## src/rtl/pe_pkg.sv

```systemverilog
`default_nettype none
// ============================================================================
// Module      : pe_pkg
// Description : Shared types and arithmetic helpers for the RS/OS processing
//               element (state encoding, saturating add, product scaling).
// Revision    : 1.0 - initial release
// ============================================================================
package pe_pkg;

    typedef enum logic [1:0] {
        IDLE      = 2'd0,
        MAC       = 2'd1,
        WAIT_PSUM = 2'd2,
        OUT       = 2'd3
    } pe_state_e;

    // Clamp a wide signed value into the signed range of a w-bit word.
    function automatic logic signed [63:0] sat_clip(input logic signed [63:0] x,
                                                    input int unsigned w);
        logic signed [63:0] hi;
        logic signed [63:0] lo;
        hi = (64'sd1 <<< (w - 1)) - 64'sd1;
        lo = -(64'sd1 <<< (w - 1));
        if (x > hi)
            return hi;
        else if (x < lo)
            return lo;
        return x;
    endfunction

    function automatic logic signed [63:0] sat_add(input logic signed [63:0] a,
                                                   input logic signed [63:0] b,
                                                   input int unsigned w);
        return sat_clip(a + b, w);
    endfunction

    // Fixed-point rescale of the full-precision product; caller narrows it.
    function automatic logic signed [63:0] scale_trunc(input logic signed [63:0] prod,
                                                       input int shift);
        return prod >>> shift;
    endfunction

endpackage
`default_nettype wire

```

## src/rtl/pe_spad.sv

```systemverilog
`default_nettype none
// ============================================================================
// Module      : pe_spad
// Description : DATA_W x TAPS shift-register scratchpad; newest entry at [0],
//               with an indexed read port and a dedicated head output.
// Revision    : 1.0 - initial release
// ============================================================================
module pe_spad #(
    parameter int DATA_W = 8,
    parameter int TAPS   = 3,
    parameter int IDX_W  = 2
) (
    input  logic                     clk_i,
    input  logic                     rst_i,
    input  logic                     wr_i,
    input  logic signed [DATA_W-1:0] din_i,
    input  logic        [IDX_W-1:0]  idx_i,
    output logic signed [DATA_W-1:0] rd_o,
    output logic signed [DATA_W-1:0] head_o
);

    logic signed [DATA_W-1:0] r_mem [TAPS];

    always_ff @(posedge clk_i) begin
        if (rst_i) begin
            for (int k = 0; k < TAPS; k++)
                r_mem[k] <= '0;
        end else if (wr_i) begin
            r_mem[0] <= din_i;
            for (int k = 1; k < TAPS; k++)
                r_mem[k] <= r_mem[k-1];
        end
    end

    assign rd_o   = r_mem[idx_i];
    assign head_o = r_mem[0];

endmodule
`default_nettype wire

```

## src/rtl/pe_rs_os_param.sv

```systemverilog
`default_nettype none
// ============================================================================
// Module      : pe_rs_os_param
// Description : Parametrised row-stationary / output-stationary PE with psum
//               valid/ready handshakes. Define PE_SAT_EN for saturating math.
// Revision    : 1.0 - initial release
// ============================================================================
module pe_rs_os_param
    import pe_pkg::*;
#(
    parameter int DATA_W     = 8,
    parameter int PSUM_W     = 10,
    parameter int TAPS       = 3,
    parameter int FRAC_SHIFT = 6
) (
    input  logic                     clk_i,
    input  logic                     rst_i,
    input  logic signed [DATA_W-1:0] filter_i,
    input  logic                     filter_wr_i,
    input  logic signed [DATA_W-1:0] ifmap_i,
    input  logic                     ifmap_wr_i,
    input  logic                     mode_i,
    input  logic                     start_i,
    input  logic                     mac_en_i,
    input  logic                     end_os_i,
    input  logic signed [PSUM_W-1:0] psum_i,
    input  logic                     psum_valid_i,
    output logic                     psum_ready_o,
    output logic signed [PSUM_W-1:0] psum_o,
    output logic                     psum_valid_o,
    input  logic                     psum_ready_i,
    output logic signed [DATA_W-1:0] filter_o,
    output logic signed [DATA_W-1:0] ifmap_o,
    output logic                     busy_o
);

    localparam int               CNT_W  = (TAPS > 1) ? $clog2(TAPS) : 1;
    localparam logic [CNT_W-1:0] C_LAST = CNT_W'(TAPS - 1);

    pe_state_e                r_state;
    pe_state_e                w_state_nxt;
    logic        [CNT_W-1:0]  r_cnt;
    logic        [CNT_W-1:0]  w_rd_idx;
    logic signed [PSUM_W-1:0] r_acc;
    logic signed [PSUM_W-1:0] r_psum;
    logic                     r_psum_valid;
    logic signed [DATA_W-1:0] r_filter_fwd;
    logic signed [DATA_W-1:0] r_ifmap_fwd;
    logic signed [DATA_W-1:0] w_f_rd;
    logic signed [DATA_W-1:0] w_i_rd;
    logic signed [DATA_W-1:0] w_f_head;
    logic signed [DATA_W-1:0] w_i_head;
    logic signed [2*DATA_W-1:0] w_prod;
    logic signed [63:0]       w_scaled;
    logic signed [PSUM_W-1:0] w_term;
    logic signed [PSUM_W-1:0] w_acc_term;
    logic signed [PSUM_W-1:0] w_acc_psum;

    // One shared multiplier: OS always uses tap 0, RS walks the taps.
    assign w_rd_idx = (r_state == MAC) ? r_cnt : '0;

    pe_spad #(.DATA_W(DATA_W), .TAPS(TAPS), .IDX_W(CNT_W)) u_filter_spad (
        .clk_i (clk_i),
        .rst_i (rst_i),
        .wr_i  (filter_wr_i),
        .din_i (filter_i),
        .idx_i (w_rd_idx),
        .rd_o  (w_f_rd),
        .head_o(w_f_head)
    );

    pe_spad #(.DATA_W(DATA_W), .TAPS(TAPS), .IDX_W(CNT_W)) u_ifmap_spad (
        .clk_i (clk_i),
        .rst_i (rst_i),
        .wr_i  (ifmap_wr_i),
        .din_i (ifmap_i),
        .idx_i (w_rd_idx),
        .rd_o  (w_i_rd),
        .head_o(w_i_head)
    );

    assign w_prod   = w_f_rd * w_i_rd;
    assign w_scaled = scale_trunc(64'(w_prod), FRAC_SHIFT);

`ifdef PE_SAT_EN
    assign w_term     = PSUM_W'(sat_clip(w_scaled, PSUM_W));
    assign w_acc_term = PSUM_W'(sat_add(64'(r_acc), 64'(w_term), PSUM_W));
    assign w_acc_psum = PSUM_W'(sat_add(64'(r_acc), 64'(psum_i), PSUM_W));
`else
    assign w_term     = PSUM_W'(w_scaled);
    assign w_acc_term = r_acc + w_term;
    assign w_acc_psum = r_acc + psum_i;
`endif

    always_comb begin
        w_state_nxt = r_state;
        case (r_state)
            IDLE: begin
                if (mode_i) begin
                    if (start_i)
                        w_state_nxt = MAC;
                end else if (end_os_i) begin
                    w_state_nxt = OUT;
                end
            end
            MAC:       if (r_cnt == C_LAST) w_state_nxt = WAIT_PSUM;
            WAIT_PSUM: if (psum_valid_i)    w_state_nxt = OUT;
            OUT:       if (psum_ready_i)    w_state_nxt = IDLE;
            default:   w_state_nxt = IDLE;
        endcase
    end

    always_ff @(posedge clk_i) begin
        if (rst_i) begin
            r_state      <= IDLE;
            r_cnt        <= '0;
            r_acc        <= '0;
            r_psum       <= '0;
            r_psum_valid <= 1'b0;
            r_filter_fwd <= '0;
            r_ifmap_fwd  <= '0;
        end else begin
            r_state      <= w_state_nxt;
            r_filter_fwd <= w_f_head;
            r_ifmap_fwd  <= w_i_head;
            case (r_state)
                IDLE: begin
                    if (mode_i) begin
                        if (start_i) begin
                            r_acc <= '0;
                            r_cnt <= '0;
                        end
                    end else if (end_os_i) begin
                        r_psum       <= mac_en_i ? w_acc_term : r_acc;
                        r_psum_valid <= 1'b1;
                        r_acc        <= '0;
                    end else if (mac_en_i) begin
                        r_acc <= w_acc_term;
                    end
                end
                MAC: begin
                    r_acc <= w_acc_term;
                    r_cnt <= r_cnt + CNT_W'(1);
                end
                WAIT_PSUM: begin
                    if (psum_valid_i) begin
                        r_psum       <= w_acc_psum;
                        r_psum_valid <= 1'b1;
                    end
                end
                OUT: begin
                    if (psum_ready_i)
                        r_psum_valid <= 1'b0;
                end
                default: ;
            endcase
        end
    end

    assign psum_ready_o = (r_state == WAIT_PSUM);
    assign busy_o       = (r_state != IDLE);
    assign psum_o       = r_psum;
    assign psum_valid_o = r_psum_valid;
    assign filter_o     = r_filter_fwd;
    assign ifmap_o      = r_ifmap_fwd;

endmodule
`default_nettype wire

```

## config.mk

```make
export PLATFORM = sky130hd
export DESIGN_NAME = pe_rs_os_param
export DESIGN_NICKNAME = d
export VERILOG_FILES = /design/src/rtl/pe_pkg.sv /design/src/rtl/pe_spad.sv /design/src/rtl/pe_rs_os_param.sv
export SDC_FILE = /design/constraint.sdc
export NUM_CORES = 1
export LEC_CHECK = 0
export BUFFER_PORTS_ARGS = -buffer_cell sky130_fd_sc_hd__buf_2
export CAP_MARGIN = 10
export CORE_ASPECT_RATIO = 0.5
export CORE_MARGIN = 5
export CORE_UTILIZATION = 59
export CTS_BUF_LIST = sky130_fd_sc_hd__clkbuf_16
export DETAILED_ROUTE_END_ITERATION = 7
export GPL_TIMING_DRIVEN = 0
export PLACE_DENSITY = 0.79
export SLEW_MARGIN = 5
export SYNTH_ARGS = -nofsm -noshare
export SYNTH_HDL_FRONTEND = slang
export SYNTH_HIERARCHICAL = 1
export SYNTH_SLANG_ARGS = --single-unit
```

## constraint.sdc

```tcl
create_clock -name clk_i -period 10.67 [get_ports clk_i]
set_input_delay 2.134 -clock clk_i [delete_from_list [all_inputs] [get_ports clk_i]]
set_output_delay 2.134 -clock clk_i [all_outputs]
set_load 0.005 [all_outputs]
```

==> flow_summary.yaml, run 1 <==
clock_tree:
  clock_latency_ns: 0.35
  post_cts_buffers: 0
  tritoncts: "yes"
  maximum_root_to_sink_buffer_count: 2
  postCtsHoldBufs: 0
  tritoncts.num_buffers: 9
  cts-htree-levels: 3
  clk_root_buffer_cell: "clkbuf_16"
  clk_pin_slew_ns: 0.07
  clock-sinks: 89
  post_cts.resized_instances: 0
critical_path:
  timing.critical_path.max_delay_family: "adder cells"
  worstSetupPathType: "register to register"
  timing.rr.start: "r_state[1]"
  cpMaxStageDelayCell: "fa_1"
  critical_path.startpoint_type: "register"
  rrSetupSlack_ns: 3.11
  slowest_delay_ns: 0.54
  timing.critical_path.arrival_ns: 7.82
  r2r-end: "psum_o[7]"
  cp_common_cell: "inv_1"
  setup.worst_path.end_class: "register"
  critical_path_buf_inv_count: 7
  cp.required_ns: 10.93
  r2r_cells: 30
  critPathMaxFanout: 8
cells_and_area:
  post_route_cells_drive_above_1_share: 0.1378
  finish.cell_count_without_fillers: 949
  layout.nets: 920
  antenna_cells: 0
  syn2layout_area_growth_pct: 11.65
pwr:
  power.leakage_uw: 0.003585
  clock_power_share: 0.164
  combinational_power_share: 0.601
  power-per-cell-area_mw_per_mm2: 249.2
  peakVddDrop_mv: 0.1190
  internal_power_uw: 1084
  switching_part_of_the_total_power: 0.4410
  share_seq_of_total_power: 0.236
  finalPower_uw: 1939
  p_sw_uw: 855.2
timing:
  max-slew-margin-rel: 0.5627
  hold_viol_final: 0
  final.setup_skew_ns: 0.009358
  grt_setup_unrepaired: "false"
  final-setup-viol-count: 0
  transition_time_at_the_pin_with_the_least_slew_margin_ns: 0.6559
  finalMaxSlewViolations: 0
  finalWorstSetupSlack_ns: 3.108
  min_period_over_period: 0.7087
  achievable-frequency_mhz: 132.2
  timing.final.crit_period_ns: 7.562
  tns_ns: 0
floorplan:
  io-pin-count: 65
  dieHeight_um: 86.85
  coreArea_mm2: 0.01170
  die_extent_in_x_um: 163.7
  fp.dieArea_mm2: 0.01422
  initial_core_util: 0.5956
  floorplan.rows: 28
hold_path:
  timing.hold.worst_endpoint: "psum_o[4]"
  hp-class: "register to register"
  hold_path_startpoint: "psum_o[4]"
  min_delay_path_depth: 2
placement:
  dp_hpwl_um: 10890
  gp_routability_congestion: 0.8996
  number_of_instances_in_the_placed_design: 933
  detailedPlace.worstSlack_ns: 3.123
  numPortBuffers: 64
run_status:
  outcome: "finished clean"
grt:
  vias_in_the_first_global_route: 4963
  grt.total_usage: 0.2068
  gr-total-overflow: 0
  grt_start_max_net_pins: 25
  grt_pass1_wl_um: 23410
  grt_antenna_before_repair: 0
logic_synthesis:
  postSynth.topFlopCell: "edfxtp_1"
  synth.yosys.seq_area_share: 0.3246
  count_of_state_elements_after_synthesis: 89
  yosysWarnings: 6
  post_synthesis_cell_count: 704
  total_standard_cell_area_after_synthesis_mm2: 0.006969
  post_synthesis_area_per_instance_um2: 9.899
  postSynth.asyncResetShare: 0
  synth.net_count: 845
  post_synth_num_cell_types: 59
  synth_enable_flop_cells: 48
job:
  number_of_violations_of_the_max_capacitance_limit: 0
drt:
  route.detailed.wl_per_inst_um: 14.45
  first_pass_iteration_count_of_the_detailed_router: 5
  vias_per_cell: 5.190
  detail_route.drc_violations: 0
  wl_um: 13720
  detailroute.via_count: 4925
  initial_drc_count: 290
  count_of_antenna_violating_nets_left_after_detailed_routing: 0
==> state kept, by name, indices dropped and copies added (netlist names) <==
signal	flops
psum_valid_o	1
r_cnt	2
psum_o	10
r_state	2
u_filter_spad/r_mem	24
r_acc	10
filter_o	8
u_ifmap_spad/r_mem	24
ifmap_o	8
==> worst max path at each step <==
stage	slack (ns)	startpoint	depth (start not counted)	to
3_3_place_gp	3.27	r_state[1]	29	psum_o[7]
2_1_floorplan	4.11	r_state[1]	28	psum_o[7]
5_1_grt	2.61	r_state[1]	29	psum_o[7]
4_1_cts	3.09	r_state[1]	30	psum_o[7]
6_report	3.11	r_state[1]	30	psum_o[7]
3_5_place_dp	3.12	r_state[1]	30	psum_o[7]
==> power groups by stage <==
stage / logic (uW) / registers [uW] / clock network (uW)
global placement: 1120 / 461 / 0
finish: 1170 / 457 / 317
floorplan: 927 / 453 / 0
detailed placement: 1160 / 465 / 0
CTS: 1170 / 457 / 326
global route: 1330 / 464 / 337
==> cell type report <==
class | count | area, um^2
multi-input cells | 508 | 4243
fillers | 938 | 3920
flip-flops and latches | 89 | 2262
inverters | 87 | 326.6
repair buffers | 64 | 320.3
clock buffers | 9 | 225.2
well taps | 165 | 206.4
plain buffers | 20 | 137.6
clock inverters | 7 | 60.06
==> synth_stat cells, types with 18 or more instances <==
library cell,instances,share of area
and2_1,87,0.078
inv_1,87,0.047
fa_1,55,0.16
ha_1,50,0.090
edfxtp_1,48,0.21
nand2_1,48,0.026
nor2_1,43,0.023
dfxtp_1,41,0.12
a21oi_1,26,0.019
mux2i_1,22,0.032
nor2b_1,22,0.020
xnor2_1,20,0.025
o21ai_1,18,0.013
==> per-layer routing <==
layer / GRT usage / share of wire
met3: 0.04303 / 0.056
met4: 0.04871 / 0.012
met5: 0 / 0
met1: 0.2914 / 0.50
met2: 0.3332 / 0.44
==> worst reg2reg max path, delay by kind of cell, from the launching register on <==
| kind | cells | cell delay [ns] |
|---|---|---|
| xor gates and xnor gates | 2 | 0.28 |
| AOI/OAI and AO/OA | 5 | 1.10 |
| muxes | 1 | 0.22 |
| and+or+nand+nor | 8 | 1.94 |
| adders and majority gates | 7 | 2.90 |
| DFF | 1 | 0.36 |
| buffers and inverters | 7 | 0.70 |
==> cells by family after synthesis <==
group | share of synthesized area
multiplexers | 0.03483
flip-flops | 0.3246
AND/OR/NAND/NOR | 0.1846
XOR/XNOR | 0.03878
AO/OA/AOI/OAI | 0.1029
adder cells (fa/ha/maj) | 0.2478
buffers and inverters | 0.06660
==> through the flow <==
step / util / hold slack, ns / instance area [um^2]
floorplan: - / 0.4502 / 6969
global placement: 0.6406 / 0.4384 / 7496
detailed placement: 0.6406 / 0.4466 / 7496
CTS: 0.6650 / 0.4562 / 7781
global route: 0.6650 / 0.4901 / 7781
finish: 0.6650 / 0.4537 / 7781
==> placed cells by master, fill, tap and decap left out, types with 10 or more instances in the layout <==
cell type / synthesis / final
a21oi_1: 26 / 26
and2_1: 87 / 87
buf_2: 1 / 65
dfxtp_1: 41 / 41
edfxtp_1: 48 / 48
fa_1: 55 / 55
ha_1: 50 / 50
inv_1: 87 / 87
mux2i_1: 22 / 22
nand2_1: 48 / 48
nand2b_1: 10 / 10
nor2_1: 43 / 43
nor2b_1: 22 / 22
o21ai_0: 15 / 15
o21ai_1: 18 / 18
xnor2_1: 20 / 20
Power figures use the tool's default switching activity.
==> run 2: changes to the inputs <==
--- a/config.mk
+++ b/config.mk
@@ -5,11 +5,12 @@
 export SDC_FILE = /design/constraint.sdc
 export NUM_CORES = 1
 export LEC_CHECK = 0
+export ABC_AREA = 1
 export BUFFER_PORTS_ARGS = -buffer_cell sky130_fd_sc_hd__buf_2
 export CAP_MARGIN = 10
 export CORE_ASPECT_RATIO = 0.5
 export CORE_MARGIN = 5
-export CORE_UTILIZATION = 59
+export CORE_UTILIZATION = 56
 export CTS_BUF_LIST = sky130_fd_sc_hd__clkbuf_16
 export DETAILED_ROUTE_END_ITERATION = 7
 export GPL_TIMING_DRIVEN = 0
==> constraint.sdc (replaced) <==
create_clock -name clk_i -period 6.66 [get_ports clk_i]
set_input_delay 1.332 -clock clk_i [delete_from_list [all_inputs] [get_ports clk_i]]
set_output_delay 1.332 -clock clk_i [all_outputs]
set_load 0.005 [all_outputs]
==> flow_summary.yaml, run 2 <==
run_status:
  outcome: "finished clean"
logic_synthesis:
  count_of_state_elements_after_synthesis: 89
  total_standard_cell_area_after_synthesis_mm2: 0.007609
  post_synthesis_cell_count: 1002
  synth.largest_area_cell: "edfxtp_1"
  synth.yosys.seq_area_share: 0.2973
  synth.net_count: 1143
  synthTopCellsByCount: "inv_1 (245), nand2_1 (238), nor2_1 (62)"
  post_synth_num_cell_types: 42
  synth.most_common_cell: "inv_1"
  ys_top_cells_by_area: "edfxtp_1 (19%), fa_1 (14%), inv_1 (12%), nand2_1 (12%), dfxtp_1 (11%)"
  post_synthesis_area_per_instance_um2: 7.593
  synth_top_area_share: 0.1894
  synth_enable_flop_cells: 48
  postSynth.asyncResetShare: 0
  postSynth.topFlopCell: "edfxtp_1"
  yosysWarnings: 6
floorplan:
  fp.dieArea_mm2: 0.01616
  die_extent_in_x_um: 174.8
  initial_core_util: 0.5662
  coreArea_mm2: 0.01344
  floorplan.rows: 30
  io-pin-count: 65
  dieHeight_um: 92.42
critical_path:
  cp.required_ns: 6.88
  rrSetupSlack_ns: 0.24
  worst_setup_path_startpoint: "r_state[1]"
  cp_common_cell: "nand2_1"
  setup.worst_path.end_class: "register"
  timing.rr.start: "r_state[1]"
  r2r_cells: 43
  critPathMaxFanout: 10
  slowest_delay_ns: 0.53
  r2r-end: "psum_o[9]"
  timing.critical_path.arrival_ns: 6.64
  crit_path_end: "psum_o[9]"
  cpMaxStageDelayCell: "fa_1"
  worstSetupPathType: "register to register"
  critical_path.startpoint_type: "register"
cells_and_area:
  total_area_of_multi_input_combinational_cells_mm2: 0.004578
  layout.nets: 1233
  post_route_cells_drive_above_1_share: 0.2297
  fill_cells: 1046
  syn2layout_area_growth_pct: 18.52
  antenna_cells: 0
  postLayoutCoreUtil: 0.6710
  most_frequent_cells_in_the_layout: "inv_1 (236), nand2_1 (211), buf_2 (67)"
  mostFrequentLayoutCell: "inv_1"
  layout_top_registers: "u_filter_spad/r_mem: 24 flops, u_ifmap_spad/r_mem: 24 flops"
  sequential_cell_area_mm2: 0.002265
timing:
  min_period_over_period: 0.9640
  timing.final.crit_period_ns: 6.420
  achievable-frequency_mhz: 155.8
  final-setup-viol-count: 0
  finalHoldWorstSlack_ns: 0.4755
  finalMaxSlewViolations: 0
  max-slew-margin-rel: 0.5664
  final.setup_skew_ns: 0.009469
  hold_viol_final: 0
  transition_time_at_the_pin_with_the_least_slew_margin_ns: 0.6504
  finalWorstSetupSlack_ns: 0.2401
drt:
  wl_um: 17730
  detailroute.via_count: 6475
  first_pass_iteration_count_of_the_detailed_router: 7
  count_of_antenna_violating_nets_left_after_detailed_routing: 0
  vias_per_cell: 5.086
  initial_drc_count: 345
  detail_route.drc_violations: 0
  route.detailed.wl_per_inst_um: 13.93
grt:
  vias_in_the_first_global_route: 6290
  gr-total-overflow: 0
  grt_start_max_net_pins: 25
  grt_pass1_wl_um: 28850
  grt.total_usage: 0.2182
  grt_antenna_before_repair: 0
clock_tree:
  tritoncts.num_buffers: 9
  maximum_root_to_sink_buffer_count: 2
  clock_latency_ns: 0.35
  clk_pin_slew_ns: 0.07
  clock-sinks: 89
  cts-htree-levels: 3
  clk_root_buffer_cell: "clkbuf_16"
  postCtsHoldBufs: 0
  tritoncts: "yes"
placement:
  dp_hpwl_um: 12890
  numPortBuffers: 63
  detailedPlace.worstSlack_ns: -0.8636
  gp_routability_congestion: 0.9500
job:
  number_of_violations_of_the_max_capacitance_limit: 0
hold_path:
  hp-class: "register to register"
[run 2: cell count changes after synthesis, moves of 22 or more]
cell,delta
inv_1,+158
and2_1,-87
nor2_2,+39
nand3_1,+48
nand2_1,+190
nor2b_1,-22
[run 2: through the flow]
step | instances | setup TNS (ns) | area [um^2]
final | 1273 | 0 | 9017
after global routing | 1273 | -0.1257 | 9017
after CTS | 1260 | 0 | 8717
after detailed placement | 1241 | -4.286 | 8144
after global placement | 1241 | -2.633 | 8144
after floorplan | 1002 | 0 | 7609
[run 2: area by class of cell]
cell class                      count  area share
Multi-Input combinational cell    631      0.5077
Sequential cell                    89      0.2511
Clock inverter                      7     0.01055
Tap cell                          176     0.02442
Inverter                          253      0.1078
Timing Repair Buffer               90     0.05689
Clock buffer                        9     0.02498
Buffer                             18     0.01651
[run 2: critical path: cells and delay by family (launching register included)]
family                     cells  cell delay, ns
and+or+nand+nor               21            1.73
DFF                            1            0.34
adders and majority gates      7            2.76
AOI/OAI and AO/OA              4            0.59
buffers and inverters         11            0.83
[run 2: worst min path at each step]
stage,startpoint,slack [ns],depth (start not counted),end
3_5_place_dp,psum_o[7],0.46,2,psum_o[7]
2_1_floorplan,u_filter_spad/r_mem[0][0],0.45,2,filter_o[0]
4_1_cts,psum_o[7],0.47,2,psum_o[7]
6_report,psum_o[7],0.48,2,psum_o[7]
5_1_grt,psum_o[9],0.50,2,psum_o[9]
3_3_place_gp,psum_o[1],0.45,2,psum_o[1]
[run 2: kinds of logic (layout without fill, tap and decap cells)]
group           Yosys count  after routing  synth area share
compound gates          100            100           0.07598
fa+ha+maj               105            105            0.2269
mux                       3              3          0.003947
buf+inv                 282            377            0.1490
simple gates            409            409            0.2307
xor+xnor                 14             14           0.01612
flops                    89             89            0.2973
[run 2: metal layers]
metal,vias up,track usage,wire length (um)
li1,3202,-,-
met1,3016,0.2927,7860
met2,220,0.3724,8499
met3,37,0.03834,1020
met4,0,0.05291,350
met5,-,0,0
[run 2: timing repair]
item	CTS	global route
cloned	1	1
resized for setup	51	48
buffers inserted	13	12
pin swaps	13	24
setup endpoints to repair	12	11
Power of run 2 is not shown: default switching activity piles up to over one toggle a cycle in this logic, so the estimate is an artifact.
